File: config.mk
export PLATFORM = sky130hd
export DESIGN_NAME = spi_slave_cont_flat
export DESIGN_NICKNAME = d
export VERILOG_FILES = /design/src/rtl/spi_slave_cont_if.sv /design/src/rtl/spi_slave_cont.sv /design/src/flat_wrapper.sv
export SDC_FILE = /design/constraint.sdc
export NUM_CORES = 1
export LEC_CHECK = 0
export CORE_MARGIN = 2
export CORE_UTILIZATION = 35
export DETAILED_ROUTE_END_ITERATION = 10
export DONT_BUFFER_PORTS = 1
export GPL_TIMING_DRIVEN = 0
export RECOVER_POWER = 25
export SLEW_MARGIN = 10
export SYNTH_ARGS = -nofsm -noshare
export SYNTH_HDL_FRONTEND = slang
export SYNTH_SLANG_ARGS = --single-unit
export TNS_END_PERCENT = 30
File: constraint.sdc
create_clock -name CLK50 -period 2.05 [get_ports CLK50]
set_clock_uncertainty 0.1 [all_clocks]
set_input_delay 0.205 -clock CLK50 [delete_from_list [all_inputs] [get_ports CLK50]]
set_output_delay 0.205 -clock CLK50 [all_outputs]
set_load 0.01 [all_outputs]
File: src/rtl/spi_slave_cont_if.sv
`default_nettype none
// =============================================================================
// Module   : spi_slave_cont_if
// Desc     : SPI pins plus local TX/RX handshake of spi_slave_cont.
//            SS_N exists only when SPI_SLV_SS_EN is defined.
// Revision : 1.0 - initial release
// =============================================================================
interface spi_slave_cont_if #(
  parameter int DW = 8
);
  logic          SCLK;
  logic          MOSI;
  logic          MISO;
`ifdef SPI_SLV_SS_EN
  logic          SS_N;
`endif
  logic          W_STB;
  logic [DW-1:0] W_DATA;
  logic          W_ACK;
  logic          W_FULL;
  logic [DW-1:0] R_DATA;
  logic          R_VLD;
  logic          R_ACK;
  logic          R_OVR;

  modport slave (
`ifdef SPI_SLV_SS_EN
    input  SS_N,
`endif
    input  SCLK, MOSI, W_STB, W_DATA, R_ACK,
    output MISO, W_ACK, W_FULL, R_DATA, R_VLD, R_OVR
  );

  modport master (
`ifdef SPI_SLV_SS_EN
    output SS_N,
`endif
    output SCLK, MOSI, W_STB, W_DATA, R_ACK,
    input  MISO, W_ACK, W_FULL, R_DATA, R_VLD, R_OVR
  );
endinterface
`default_nettype wire

File: src/rtl/spi_slave_cont.sv
`default_nettype none
// =============================================================================
// Module   : spi_slave_cont
// Desc     : SPI mode-0 responder oversampled on CLK50, 1-deep TX holding
//            register, RX valid/ack handshake. `define SPI_SLV_SS_EN adds
//            SS_N framing; otherwise bit-count framing with idle abort.
// Revision : 1.0 - initial release
// =============================================================================
module spi_slave_cont #(
  parameter int            DW          = 8,
  parameter logic [DW-1:0] FILL        = 8'hFF,
  parameter int            SYNC_STAGES = 2,
  parameter int            IDLE_TO     = 64
) (
  input  logic            CLK50,
  input  logic            RST,
  spi_slave_cont_if.slave bus
);

  localparam int            BW       = (DW > 1) ? $clog2(DW) : 1;
  localparam logic [BW-1:0] LAST_BIT = BW'(DW - 1);
  localparam logic [0:0]    S_IDLE   = 1'b0;
  localparam logic [0:0]    S_SHIFT  = 1'b1;

  logic [SYNC_STAGES:0]   sclk_sync_q, sclk_sync_d;
  logic [SYNC_STAGES-1:0] mosi_sync_q, mosi_sync_d;
  logic [0:0]             state_q, state_d;
  logic [BW-1:0]          bitcnt_q, bitcnt_d;
  logic [DW-1:0]          rx_sr_q, rx_sr_d;
  logic [DW-1:0]          tx_sr_q, tx_sr_d;
  logic [DW-1:0]          hold_q, hold_d;
  logic [DW-1:0]          r_data_q, r_data_d;
  logic                   tx_empty_q, tx_empty_d;
  logic                   skip_fall_q, skip_fall_d;
  logic                   w_full_q, w_full_d;
  logic                   w_ack_q, w_ack_d;
  logic                   r_vld_q, r_vld_d;
  logic                   r_ovr_q, r_ovr_d;

  logic          sclk_s, sclk_p, mosi_s;
  logic          sclk_rise, sclk_fall;
  logic          sel, rise, fall, abort, restart;
  logic          start, word_done, shift_out, reload;
  logic          w_accept, bind_now, tx_bit;
  logic [DW-1:0] rx_word;

  assign sclk_s    = sclk_sync_q[SYNC_STAGES-1];
  assign sclk_p    = sclk_sync_q[SYNC_STAGES];
  assign mosi_s    = mosi_sync_q[SYNC_STAGES-1];
  assign sclk_rise = sclk_s & ~sclk_p;
  assign sclk_fall = ~sclk_s & sclk_p;
  assign rx_word   = {rx_sr_q[DW-2:0], mosi_s};

`ifdef SPI_SLV_SS_EN
  logic [SYNC_STAGES:0] ss_sync_q, ss_sync_d;
  logic                 ss_s, ss_p;

  assign ss_s    = ss_sync_q[SYNC_STAGES-1];
  assign ss_p    = ss_sync_q[SYNC_STAGES];
  assign sel     = ~ss_s;
  assign restart = ~ss_s & ss_p;
  assign abort   = ss_s & ~ss_p & (state_q == S_SHIFT);
`else
  localparam int TW = $clog2(IDLE_TO + 1);
  logic [TW-1:0] idle_cnt_q, idle_cnt_d;

  assign sel     = 1'b1;
  assign restart = 1'b0;
  assign abort   = (state_q == S_SHIFT) & ~sclk_rise & ~sclk_fall &
                   (idle_cnt_q == TW'(IDLE_TO - 1));
`endif

  assign rise = sclk_rise & sel & ~restart;
  assign fall = sclk_fall & sel & ~restart;

  // -------------------------------------------------------------------------
  // FSM: state register / next state / outputs
  // -------------------------------------------------------------------------
  always_comb begin
    state_d = state_q;
    case (state_q)
      S_IDLE:  if (rise && (bitcnt_q != LAST_BIT)) state_d = S_SHIFT;
      S_SHIFT: if ((rise && (bitcnt_q == LAST_BIT)) || abort) state_d = S_IDLE;
      default: state_d = S_IDLE;
    endcase
    if (restart) state_d = S_IDLE;
  end

  always_comb begin
    start     = (state_q == S_IDLE) && rise;
    word_done = rise && (bitcnt_q == LAST_BIT);
    shift_out = fall && !skip_fall_q;
    reload    = word_done || abort || restart;
  end

  // -------------------------------------------------------------------------
  // Datapath next-state
  // -------------------------------------------------------------------------
  always_comb begin
    sclk_sync_d = {sclk_sync_q[SYNC_STAGES-1:0], bus.SCLK};
    mosi_sync_d = {mosi_sync_q[SYNC_STAGES-2:0], bus.MOSI};
`ifdef SPI_SLV_SS_EN
    ss_sync_d   = {ss_sync_q[SYNC_STAGES-1:0], bus.SS_N};
`else
    idle_cnt_d  = '0;
    if ((state_q == S_SHIFT) && !sclk_rise && !sclk_fall && !abort)
      idle_cnt_d = idle_cnt_q + 1'b1;
`endif

    w_accept = bus.W_STB && !w_full_q;
    // A word that starts from an empty register picks up a late-loaded holding word
    bind_now = start && tx_empty_q && w_full_q && !reload;

    bitcnt_d = bitcnt_q;
    if (reload)    bitcnt_d = '0;
    else if (rise) bitcnt_d = bitcnt_q + 1'b1;

    rx_sr_d = rx_sr_q;
    if (abort || restart) rx_sr_d = '0;
    else if (rise)        rx_sr_d = rx_word;

    tx_sr_d    = tx_sr_q;
    tx_empty_d = tx_empty_q;
    if (reload) begin
      tx_sr_d    = w_full_q ? hold_q : FILL;
      tx_empty_d = !w_full_q;
    end else if (bind_now) begin
      tx_sr_d    = hold_q;
      tx_empty_d = 1'b0;
    end else if (shift_out) begin
      tx_sr_d    = {tx_sr_q[DW-2:0], 1'b0};
    end

    skip_fall_d = skip_fall_q;
    if (word_done)                     skip_fall_d = 1'b1;
    else if (fall || abort || restart) skip_fall_d = 1'b0;

    hold_d   = w_accept ? bus.W_DATA : hold_q;
    w_ack_d  = w_accept;
    w_full_d = w_full_q;
    if (w_accept)                            w_full_d = 1'b1;
    else if ((reload && w_full_q) || bind_now) w_full_d = 1'b0;

    r_data_d = r_data_q;
    r_vld_d  = r_vld_q;
    r_ovr_d  = 1'b0;
    if (word_done) begin
      if (!r_vld_q || bus.R_ACK) begin
        r_data_d = rx_word;
        r_vld_d  = 1'b1;
      end else begin
        r_ovr_d  = 1'b1;
      end
    end else if (bus.R_ACK) begin
      r_vld_d = 1'b0;
    end
  end

  // -------------------------------------------------------------------------
  // Registers
  // -------------------------------------------------------------------------
  always_ff @(posedge CLK50 or negedge RST) begin
    if (!RST) begin
      sclk_sync_q <= '0;
      mosi_sync_q <= '0;
`ifdef SPI_SLV_SS_EN
      ss_sync_q   <= '1;
`else
      idle_cnt_q  <= '0;
`endif
      state_q     <= S_IDLE;
      bitcnt_q    <= '0;
      rx_sr_q     <= '0;
      tx_sr_q     <= FILL;
      tx_empty_q  <= 1'b1;
      skip_fall_q <= 1'b0;
      hold_q      <= '0;
      w_full_q    <= 1'b0;
      w_ack_q     <= 1'b0;
      r_data_q    <= '0;
      r_vld_q     <= 1'b0;
      r_ovr_q     <= 1'b0;
    end else begin
      sclk_sync_q <= sclk_sync_d;
      mosi_sync_q <= mosi_sync_d;
`ifdef SPI_SLV_SS_EN
      ss_sync_q   <= ss_sync_d;
`else
      idle_cnt_q  <= idle_cnt_d;
`endif
      state_q     <= state_d;
      bitcnt_q    <= bitcnt_d;
      rx_sr_q     <= rx_sr_d;
      tx_sr_q     <= tx_sr_d;
      tx_empty_q  <= tx_empty_d;
      skip_fall_q <= skip_fall_d;
      hold_q      <= hold_d;
      w_full_q    <= w_full_d;
      w_ack_q     <= w_ack_d;
      r_data_q    <= r_data_d;
      r_vld_q     <= r_vld_d;
      r_ovr_q     <= r_ovr_d;
    end
  end

  // -------------------------------------------------------------------------
  // Outputs
  // -------------------------------------------------------------------------
  assign tx_bit = ((state_q == S_IDLE) && tx_empty_q && w_full_q) ? hold_q[DW-1]
                                                                  : tx_sr_q[DW-1];
`ifdef SPI_SLV_SS_EN
  assign bus.MISO = ss_s | tx_bit;
`else
  assign bus.MISO = tx_bit;
`endif
  assign bus.W_ACK  = w_ack_q;
  assign bus.W_FULL = w_full_q;
  assign bus.R_DATA = r_data_q;
  assign bus.R_VLD  = r_vld_q;
  assign bus.R_OVR  = r_ovr_q;

endmodule
`default_nettype wire
File: src/flat_wrapper.sv
// flat-port wrapper written by rule: the top's interface ports become plain ports
module spi_slave_cont_flat 
#(
  parameter int            DW          = 8,
  parameter logic [DW-1:0] FILL        = 8'hFF,
  parameter int            SYNC_STAGES = 2,
  parameter int            IDLE_TO     = 64
)
  (CLK50, RST, bus_SCLK, bus_MOSI, bus_W_STB, bus_W_DATA, bus_R_ACK, bus_MISO, bus_W_ACK, bus_W_FULL, bus_R_DATA, bus_R_VLD, bus_R_OVR);
  spi_slave_cont_if #(.DW(DW)) bus_i ();
  input  logic CLK50;
  input  logic RST;
  input wire logic [$bits(bus_i.SCLK)-1:0] bus_SCLK;
  input wire logic [$bits(bus_i.MOSI)-1:0] bus_MOSI;
  input wire logic [$bits(bus_i.W_STB)-1:0] bus_W_STB;
  input wire logic [$bits(bus_i.W_DATA)-1:0] bus_W_DATA;
  input wire logic [$bits(bus_i.R_ACK)-1:0] bus_R_ACK;
  output wire logic [$bits(bus_i.MISO)-1:0] bus_MISO;
  output wire logic [$bits(bus_i.W_ACK)-1:0] bus_W_ACK;
  output wire logic [$bits(bus_i.W_FULL)-1:0] bus_W_FULL;
  output wire logic [$bits(bus_i.R_DATA)-1:0] bus_R_DATA;
  output wire logic [$bits(bus_i.R_VLD)-1:0] bus_R_VLD;
  output wire logic [$bits(bus_i.R_OVR)-1:0] bus_R_OVR;
  assign bus_i.SCLK = bus_SCLK;
  assign bus_i.MOSI = bus_MOSI;
  assign bus_i.W_STB = bus_W_STB;
  assign bus_i.W_DATA = bus_W_DATA;
  assign bus_i.R_ACK = bus_R_ACK;
  assign bus_MISO = bus_i.MISO;
  assign bus_W_ACK = bus_i.W_ACK;
  assign bus_W_FULL = bus_i.W_FULL;
  assign bus_R_DATA = bus_i.R_DATA;
  assign bus_R_VLD = bus_i.R_VLD;
  assign bus_R_OVR = bus_i.R_OVR;
  spi_slave_cont #(.DW(DW), .FILL(FILL), .SYNC_STAGES(SYNC_STAGES), .IDLE_TO(IDLE_TO)) u_core (.CLK50(CLK50), .RST(RST), .bus(bus_i));
endmodule
# After elaboration in Yosys (flattened, before gate mapping)
# Index checks and enable logic that the tools add are counted.
[word_totals] elab_cells=89 input_bits=14 output_inout_bits=13 ff_bits=53
[classes] n_bitwise=10 eq_ne=4 n_reduce_logical=34 n_addsub=2 n_mux=24
[ops] operator="$mux 8" n=4
[ops] operator="$mux 7" n=3
[ops] operator="$logic_and 1x1->1" n=14
[ops] operator="$mux 1" n=14
[ops] operator="$reduce_bool 2->1" n=6
[ops] operator="$add 7x1->7 const B" n=1
[ops] operator="$eq 7x6->1 const B" n=1
[ops] operator="$logic_not 1->1" n=7
[ops] operator="$mux 3" n=2
[ops] operator="$and 1x1->1" n=5
[ops] operator="$not 1->1" n=5
[ops] operator="$logic_or 1x1->1" n=4
[ops] operator="$reduce_and 2->1" n=2
[ops] operator="$add 3x1->3 const B" n=1
[ops] operator="$eq 3x3->1 const B" n=1
[ops] operator="$ne 3x3->1 const B" n=1
[ops] operator="$reduce_bool 3->1" n=1
[ops] operator="$ne 2x2->1 const B" n=1
[ops] operator="$pmux 1 s2" n=1

# Logic depth before layout (Yosys ltp)
# Gate-level depths: netlist of the first run.
[logic_depth] word_depth=12 depth_mapped=8 depth_no_buf=6

# Worst setup path before layout of the first run
# No wires, ideal clock.
[synth_path] kind="register to register" start="register u_core.idle_cnt_q[0]" end="register u_core.tx_sr_q[6]" path_slack_ps=339 required_ps=1854 n_path_buf=3 setup_time_ps=96 synth_period_minus_slack_ps=1711 stages_incl_launch_ff=9 arrival_ps=1515 path_cell_list="dfrtp_1 > ha_1 > and3_1 > buf_2 > and4_4 > buf_6 > buf_6 > o21ai_2 > o311ai_1"
[synth_via] elab_chain_len=7 word_cells_on_any_way=8 classes_between="eq/ne: 1; mux: 2; bitwise: 1; reduce/logical: 4"
[synth_rtl] item="from (decl)" line="spi_slave_cont.sv:65" rtl="logic [TW-1:0] idle_cnt_q, idle_cnt_d;"
[synth_rtl] item="from (signal assigned)" line="spi_slave_cont.sv:189" rtl="idle_cnt_q <= idle_cnt_d;"
[synth_rtl] item="$eq 7x6->1 (*)" line="spi_slave_cont.sv:70" rtl="(idle_cnt_q == TW'(IDLE_TO - 1));"
[synth_rtl] item="$and 1x1->1 (*)" line="spi_slave_cont.sv:69" rtl="assign abort = (state_q == S_SHIFT) & ~sclk_rise & ~sclk_fall &"
[synth_rtl] item="$logic_or 1x1->1 (*)" line="spi_slave_cont.sv:93" rtl="reload = word_done || abort || restart;"
[synth_rtl] item="$logic_not 1->1" line="spi_slave_cont.sv:112" rtl="bind_now = start && tx_empty_q && w_full_q && !reload;"
[synth_rtl] item="$logic_and 1x1->1" line="spi_slave_cont.sv:112"
[synth_rtl] item="$mux 8" line="spi_slave_cont.sv:127" rtl="end else if (bind_now) begin"
[synth_rtl] item="$mux 8" line="spi_slave_cont.sv:124" rtl="if (reload) begin"
[synth_rtl] item="to (signal assigned)" line="spi_slave_cont.sv:194" rtl="tx_sr_q <= tx_sr_d;"
[synth_rtl] item="to (decl)" line="spi_slave_cont.sv:30" rtl="logic [DW-1:0] tx_sr_q, tx_sr_d;"
# Every way passes the cells marked *; elsewhere a longest branch is shown, timed or not.
# A chain may end at the register's enable or synchronous reset.

# Worst setup path in the final report of the first run
[layout_path] start="register u_core.idle_cnt_q[0]" end="register u_core.tx_sr_q[7]"
# The elaborated chain is that of the path after synthesis.

==> impl_metrics.tcl, run 1 <==
set metrics [dict create \
    nets 223 \
    holdPathStages 0 \
    synth-seq-cells 53 \
    groute.usage.overall_pct 12.1 \
    syn_area_um2 2260 \
    antenna_found_initial 0 \
    clockBufferDepth 2 \
    crit_path_start_kind "register" \
    post_cts_buffers 0 \
    design.core.area_um2 6280 \
    first_global_vias 1451 \
    synth_area_leaders "dfrtp_1 (49%), dfstp_2 (10%), mux2_2 (8.5%)" \
    fp.dieH_um 84.3 \
    cts_tree "built" \
    worst_pin_slew_ns 1.29 \
    synth_nets 203 \
    wl_met1_mm 1.94 \
    path_clk_slew_ns 0.09 \
    io_buffers 0 \
    finalCritPeriodShare_pct 92.1 \
    syn_inst 186 \
    syn_area_per_cell_um2 12.1 \
    drtAntennaViolNets 0 \
    critPathRequiredTime_ns 2.17 \
    cts-root-buf "clkbuf_8" \
    worst_slack_ns 0.162 \
    power_mw 2.75 \
    leakagePower_nw 1.15 \
    wl_per_cell_um 14.0 \
    wirelength_mm 3.97 \
    dp.cells 263 \
    maxCapViolations 0 \
    drt-initial-drc-count 83 \
    nFillCells 593 \
    top_layer "met4" \
    drive_gt1_share_pct 23.2 \
    whs_ns 0.255 \
    met3_length_um 134 \
    die-width_um 84.3 \
    io_pins 27 \
    syn_to_final_growth_pct 14.8 \
    worstSetupPathType "reg -> reg" \
    synth_top_area_cell "dfrtp_1" \
    post_drt_via_cell_ratio 4.94 \
    r2r_slack_ns 0.16 \
    finalSetupTns_ns 0 \
    rsz0062_at_grt "false" \
    critPathArrivalTime_ns 2.01 \
    outcome "finished clean" \
    overflow 0 \
    ir_drop_v 0.000453 \
    synth_top_cell_area_share_pct 48.8 \
    critPathMaxFanout 10 \
    finalCriticalPeriod_ns 1.89 \
    critPathCaptureType "register" \
    placed_cell_area_um2 2350 \
    floorplan.initialDensity_pct 36.0 \
    drv_slew 0 \
    final_hold_viol_count 0 \
    dieArea_um2 7110 \
    worstSkewPairLatency_ns 0.30 \
    pre_cts_slack_ns 0.150 \
    diodes 0 \
    grt_pass1_wl_mm 6.91 \
    h-tree-depth 2 \
    design_area_um2 2590 \
    grt_max_degree 54 \
    reg2reg_depth 6 \
    slew_headroom_pct 13.8 \
    ys_warn_count 0 \
    first_pass_iters 4 \
    yosysUniqueCellTypes 37 \
    fin_util_pct 41.3 \
    gp_congestion 0.754 \
    synth-seq-area-share_pct 59.2 \
    timing.fmax_mhz 530 \
    rows 29 \
    clock-sinks 53 \
    fin_cells 284 \
    vias 1403 \
    drc 0 \
    p_per_area_nw_per_um2 1060 \
    cts_made_buffers 5 \
    hold_path.class "reg -> reg" \
    hpwl_mm 2.64 \
    setup_viol 0 \
    wl_met2_mm 1.79 \
]
## Yosys cell counts
cell and instances:
dfrtp_1 44, nand2_1 24, mux2_2 17, a21oi_1 11
nor2_1 10, dfstp_2 9, o21ai_0 8, and3_1 5
nand2b_1 5, nand3_1 4, a22oi_1 3, clkbuf_1 3
ha_1 3, mux2i_1 3, o311ai_1 3, xnor2_1 3
a211o_1 2, a21o_1 2, a31o_2 2, a32oi_1 2
and3b_1 2, buf_2 2, buf_6 2, inv_1 2
nor2b_1 2, o211ai_1 2, a21oi_2 1, and2_1 1
and4_4 1, nand3b_1 1, nand4_2 1, nor2_4 1
nor3b_4 1, o21ai_2 1, o31ai_1 1, xnor2_2 1
xor2_1 1
## sequential cells by signal (all words and copies together) (netlist names), 2 cells and up
| name | count |
|---|---|
| u_core.idle_cnt_q | 7 |
| u_core.bitcnt_q | 3 |
| u_core.mosi_sync_q | 2 |
| u_core.tx_sr_q | 8 |
| u_core.hold_q | 8 |
| u_core.bus.R_DATA | 8 |
| u_core.sclk_sync_q | 3 |
| u_core.rx_sr_q | 7 |
## placed cells by master, fill, tap and decap left out, drive strengths merged
cell type | netlist | routed
and2 | 1 | 1
clkbuf | 3 | 10
nor2 | 11 | 11
a32oi | 2 | 2
and4 | 1 | 1
dlygate4sd3 | 0 | 12
mux2 | 17 | 17
o21ai | 9 | 9
nand4 | 1 | 1
mux2i | 3 | 3
nand3 | 4 | 4
a21oi | 12 | 12
a31o | 2 | 2
buf | 4 | 4
ha | 3 | 3
nand3b | 1 | 1
inv | 2 | 2
nor2b | 2 | 2
a211o | 2 | 2
o211ai | 2 | 2
o311ai | 3 | 3
a22oi | 3 | 3
and3b | 2 | 2
xor2 | 1 | 1
and3 | 5 | 5
clkinv | 0 | 1
dfstp | 9 | 9
nand2b | 5 | 5
bufinv | 0 | 1
nor3b | 1 | 1
a21o | 2 | 2
xnor2 | 4 | 4
o31ai | 1 | 1
dfrtp | 44 | 44
nand2 | 24 | 24
## power breakdown
part | internal [mW] | switching (mW)
clock network | 0.367 | 0.334
registers | 1.37 | 0.203
logic | 0.275 | 0.204
## worst max-delay path, cell delays in order (launching register included)
cell	delay, ns
dfrtp_1	0.37
ha_1	0.18
and3_1	0.15
buf_2	0.14
nand4_2	0.26
a21o_2	0.37
a22oi_1	0.22
## final timing paths
| kind | from | to |
|---|---|---|
| max | u_core.idle_cnt_q[0] | u_core.tx_sr_q[7] |
| min | u_core.mosi_sync_q[0] | u_core.mosi_sync_q[1] |
| max reg2reg | u_core.idle_cnt_q[0] | u_core.tx_sr_q[7] |
| min reg2reg | u_core.mosi_sync_q[0] | u_core.mosi_sync_q[1] |
| max in group asynchronous | RST | u_core.hold_q[7] |
| min in group asynchronous | RST | u_core.bus.R_DATA[4] |
## cell families (layout without fill, tap and decap cells)
kind of cell	count (synthesis)	count (layout)	share of synthesized area (%)
simple gates	58	58	13.6
flops	53	53	59.2
compound gates	38	38	11.1
mux	20	20	9.81
buf+inv	9	30	2.27
xor+xnor	5	5	2.27
fa+ha+maj	3	3	1.66
## final cells by class
class                           count  area [µm²]  share of cell area [%]
Buffer                              7        43.8                    1.69
Clock buffer                        6        72.6                    2.80
Clock inverter                      2        38.8                    1.50
Inverter                            2        7.51                   0.290
Multi-Input combinational cell    124         871                    33.6
Sequential cell                    53        1340                    51.6
Tap cell                           77        96.3                    3.72
Timing Repair Buffer               13         125                    4.83
## timing repair
action	CTS	global route
hold endpoints to repair	64	0
hold buffers	13	0
gates resized for setup	0	1
setup endpoints to repair	0	2
## routing by layer
layer,GRT usage (%),vias to the layer above
met5,0,-
met4,6.49,0
met3,3.05,8
met2,18.4,29
met1,16.1,673
li1,-,693
Note: power is estimated with default switching activity, not from simulation.
==> run 2, diff against run 1 <==
- CORE_UTILIZATION: 35 -> 60
- PLACE_DENSITY: unset -> 0.76
==> impl_metrics.tcl, run 2 (synthesis results as in run 1) <==
set metrics [dict create \
    post_drt_via_cell_ratio 5.89 \
    diodes 0 \
    gp_congestion 0.893 \
    design.core.area_um2 3630 \
    register_area_um2 1340 \
    critPathMostFrequentCell "ha_1" \
    path_clk_slew_ns 0.09 \
    outcome "finished clean" \
    critPathCaptureType "register" \
    maxCapViolations 0 \
    layout_commonest_cell "dfrtp_1" \
    io_buffers 0 \
    cp_slowest_cell "a21oi_2" \
    grt_max_degree 54 \
    antenna_found_initial 0 \
    groute.usage.overall_pct 21.2 \
    holdPathStages 2 \
    final_hold_viol_count 0 \
    drive_gt1_share_pct 23.3 \
    hpwl_mm 2.65 \
    whs_ns 0.0188 \
    worstSkewPairLatency_ns 0.31 \
    rows 22 \
    reg2reg_depth 6 \
    hold_path.class "in -> reg" \
    crit_buf_inv 1 \
    ir_drop_v 0.000619 \
    dieArea_um2 4270 \
    crit_cells 6 \
    finalCriticalPeriod_ns 1.89 \
    r2r_slack_ns 0.16 \
    multi_input_area_um2 880 \
    drtAntennaViolNets 0 \
    max_stage_delay_ns 0.43 \
    h-tree-depth 2 \
    first_pass_iters 4 \
    drv_slew 0 \
    finalCritPeriodShare_pct 92.3 \
    setup_viol 0 \
    cts-root-buf "clkbuf_8" \
    leakagePower_nw 1.13 \
    fp.dieH_um 65.4 \
    floorplan.initialDensity_pct 62.2 \
    vias 1497 \
    drc 0 \
    overflow 0 \
    clock-sinks 53 \
    wirelength_mm 4.05 \
    critical_path.top_delay_family "compound AO/OA/AOI/OAI gates" \
    cts_tree "built" \
    worst_slack_ns 0.158 \
    timing.fmax_mhz 528 \
    drt-initial-drc-count 109 \
    syn_to_final_growth_pct 13.4 \
    crit_path_start_kind "register" \
    worstSetupPathType "reg -> reg" \
    p_per_area_nw_per_um2 1090 \
    cts_made_buffers 5 \
    die-width_um 65.4 \
    rsz0062_at_grt "false" \
    slew_headroom_pct 18.0 \
    wl_per_cell_um 15.9 \
    final_cell_mix "dfrtp_1 (44), nand2_1 (24), mux2_2 (17)" \
    critPathMaxFanout 7 \
    clockBufferDepth 2 \
    first_global_vias 1552 \
    pre_cts_slack_ns 0.170 \
    finalSetupTns_ns 0 \
    io_pins 27 \
    grt_pass1_wl_mm 6.89 \
    crit_chain "ha_1, ha_1, inv_1, a21oi_2, nor2_4, a32oi_1" \
    critPathArrivalTime_ns 2.02 \
    nFillCells 276 \
    critPathRequiredTime_ns 2.18 \
    worst_pin_slew_ns 1.23 \
    nets 222 \
]
run 2: what timing repair did:
item	CTS	global route
buffers inserted	0	0
hold buffers	12	0
endpoints found under the setup margin	0	4
resized for setup	0	2
endpoints found under the hold margin	63	0
run 2: cell type report:
type / instances / share of cell area [%]
buffer: 7 / 1.71
clock buffer: 7 / 3.37
clock inverter: 1 / 1.17
inverter: 2 / 0.293
multi-input combinational: 124 / 34.4
sequential: 53 / 52.2
tap: 48 / 2.35
timing repair buffer: 12 / 4.50
run 2: routing by layer:
layer  wire (µm)  share of wire (%)  vias to the layer above  global-route usage, %
met2        2000                 49                       38                   35.1
met4          70                1.7                        0                   7.03
met1        1770                 44                      751                   27.5
met5           0                  0                        -                      0
met3         207                5.1                        9                   5.48
li1            -                  -                      699                      -
run 2: through the flow:
stage / util, % / cells / instance area (µm²) / total power, mW
after floorplan: - / 186 / 2260 / 1.92
after global placement: 63.8 / 234 / 2320 / 2.01
after detailed placement: 63.8 / 234 / 2320 / 2.05
after CTS: 70.8 / 254 / 2570 / 2.81
after global routing: 70.5 / 254 / 2560 / 2.93
final: 70.5 / 254 / 2560 / 2.78
run 2: worst paths after layout:
kind,start,to
min,bus_R_ACK,u_core.bus.R_OVR
max,u_core.bitcnt_q[0],u_core.tx_sr_q[5]
min in group asynchronous,RST,u_core.bus.W_ACK
max reg2reg,u_core.bitcnt_q[0],u_core.tx_sr_q[5]
max in group asynchronous,RST,u_core.rx_sr_q[1]
min reg2reg,u_core.mosi_sync_q[0],u_core.mosi_sync_q[1]
run 2: power breakdown:
group / switching [mW] / internal (mW) / total [mW]
Clock: 0.320 / 0.398 / 0.718
Combinational: 0.216 / 0.276 / 0.492
Sequential: 0.208 / 1.37 / 1.57
==> patch (flow settings as in run 2) <==
Make the reset (`RST`) synchronous in one clocked block.
--- a/src/rtl/spi_slave_cont.sv
+++ b/src/rtl/spi_slave_cont.sv
@@ -159,7 +159,7 @@
   // -------------------------------------------------------------------------
   // Registers
   // -------------------------------------------------------------------------
-  always_ff @(posedge CLK50 or negedge RST) begin
+  always_ff @(posedge CLK50) begin
     if (!RST) begin
       sclk_sync_q <= '0;
       mosi_sync_q <= '0;
Behaviour: differs if RST is asserted again (counterexample within 4 cycles, from zero or initial values and one cycle with RST low); with RST held inactive, the same outputs for 10 cycles.
==> patch against run 2 <==
- cell count increased by 16%
- highest routed layer unchanged
- routed wire length decreased by 11%
- fmax grew 4.0%
- global-route usage down 0.98 points
- die area down 9.4%
- final area is 11% lower
- worst setup slack improved by 74 ps
- critical path depth is 2 higher
- largest cell class unchanged
- area after synthesis decreased by 10%
- sequential cell count stayed put
- hold slack better by 120 ps
- critical path type unchanged
- critical endpoint is now u_core.tx_sr_q[6]
Power is not compared: it rests on default switching activity, and its combinational part moved more than twofold at a synthesized area within 25%.
==> patch: results (changes against run 2) <==
Synth top cells by count - dfxtp_1 (53), nand2_1 (44), a21oi_1 (23), nor2_1 (23), mux2i_1 (9)
met2 wire length - 1.63 mm (-19%)
GRT met1 Usage - 27.3% (-0.19 points)
Reg clk slew, reported paths - 130 ps (+40 ps)
post-synthesis compound-gate area fraction - 11.4% (+0.26 points)
met3 wire len - 142 um (-31%)
largest net degree at the start of global routing - 16 (-70%)
drt drc - 0 (unchanged)
CTS Root Cell - clkbuf_4
Filler Cell Count - 283 (+2.5%)
XOR/XNOR Fraction of Synth Area - 2.16% (-0.12 points)
Wirelength per Cell - 12.1 um (-24%)
first-pass GRT wire length - 6.19 mm (-10%)
post-cts sizing count - 0 (unchanged)
# placed instances - 276 (+18%)
CP startpoint - u_core.bitcnt_q[0]
slowest stage delay, CP - 350 ps (-80 ps)
sequential fraction of the synthesis area - 52.2% (-7.0 points)
Net Count, Synth - 247 (+22%)
CP Data Arrival Time - 1960 ps (-60 ps)
Clk Latency, worst-skew pair - 360 ps (+50 ps)
wl on met1 - 1.76 mm (-0.96%)
via/cell ratio - 5.28 (-10%)
number of global-route vias before repair - 1400 (-9.8%)
GRT Util Overall - 20.2% (-0.98 points)
hold wc startpoint - RST
worst reg2reg setup slack - 230 ps (+70 ps)
grt met2 use - 30.8% (-4.2 points)
syn avg cell area - 8.83 sq um (-27%)
CP endpoint - u_core.tx_sr_q[6]
I/O Buffers - 0 (unchanged)
fraction of layout cells with a size suffix above 1 - 6.83% (-16 points)
met3 usage - 6.16% (+0.68 points)
Post-CTS Hold Fix Bufs - 11 (-1)
Reg2Reg Depth - 8 (+2)
postcts setup bufs - 0 (unchanged)
Detail Placement HPWL - 2.52 mm (-4.8%)
outcome - complete, no violations
sequential cell area - 0.00106 sq mm (-21%)
Post-synth ARST share - 0% (-100 points)
Worst slew margin - 67.7% (+50 points)
ys flop type - dfxtp_1
layout net count - 265 (+19%)
top cells by area, synth - dfxtp_1 (52%), nand2_1 (8.1%), a21oi_1 (5.7%)
Area after DPL - 0.00209 sq mm (-9.9%)
post-synthesis mux area share - 4.99% (-4.8 points)
CTS HTree Levels - 2 (unchanged)
# diodes - 0 (unchanged)
Placement Setup Slack - 265 ps (+94.7 ps)
initial detailed-routing violation count - 78 (-28%)
CP delay by family, top - adder cells
Worst Path Max Fanout - 10 (+3)
Synth Area in Adders - 1.85% (+0.19 points)
Via Count - 1558 (+4.1%)
CP max-delay cell - dfxtp_1
RePlAce Congestion - 0.830 (-7.1%)
slack of the critical path - 231 ps (+73.6 ps)
[patch: final cells by class]
cell class                 count  area share (%)
buffer                        11            2.43
clock buffer                   7            2.87
clock inverter                 1           0.221
inverter                       3           0.496
multi-input combinational    163            39.9
sequential                    53            46.7
tap                           46            2.54
timing repair buffer          11            4.85
[patch: worst min path at each step]
stage                            end  slack, ps  cells after the start
2_1_floorplan  u_core.mosi_sync_q[0]        230                      1
3_3_place_gp   u_core.mosi_sync_q[0]        230                      1
3_5_place_dp   u_core.mosi_sync_q[0]        240                      1
4_1_cts        u_core.sclk_sync_q[1]        120                      2
5_1_grt        u_core.sclk_sync_q[1]        130                      2
6_report       u_core.sclk_sync_q[1]        140                      2
[patch: worst reg2reg max path: cells and delay by family, from the launching register on]
kind                       cells  cell delay [ps]
adders and majority gates      2              420
and+or+nand+nor                1              110
DFF                            1              350
AOI/OAI and AO/OA              3              410
buffers and inverters          2              290
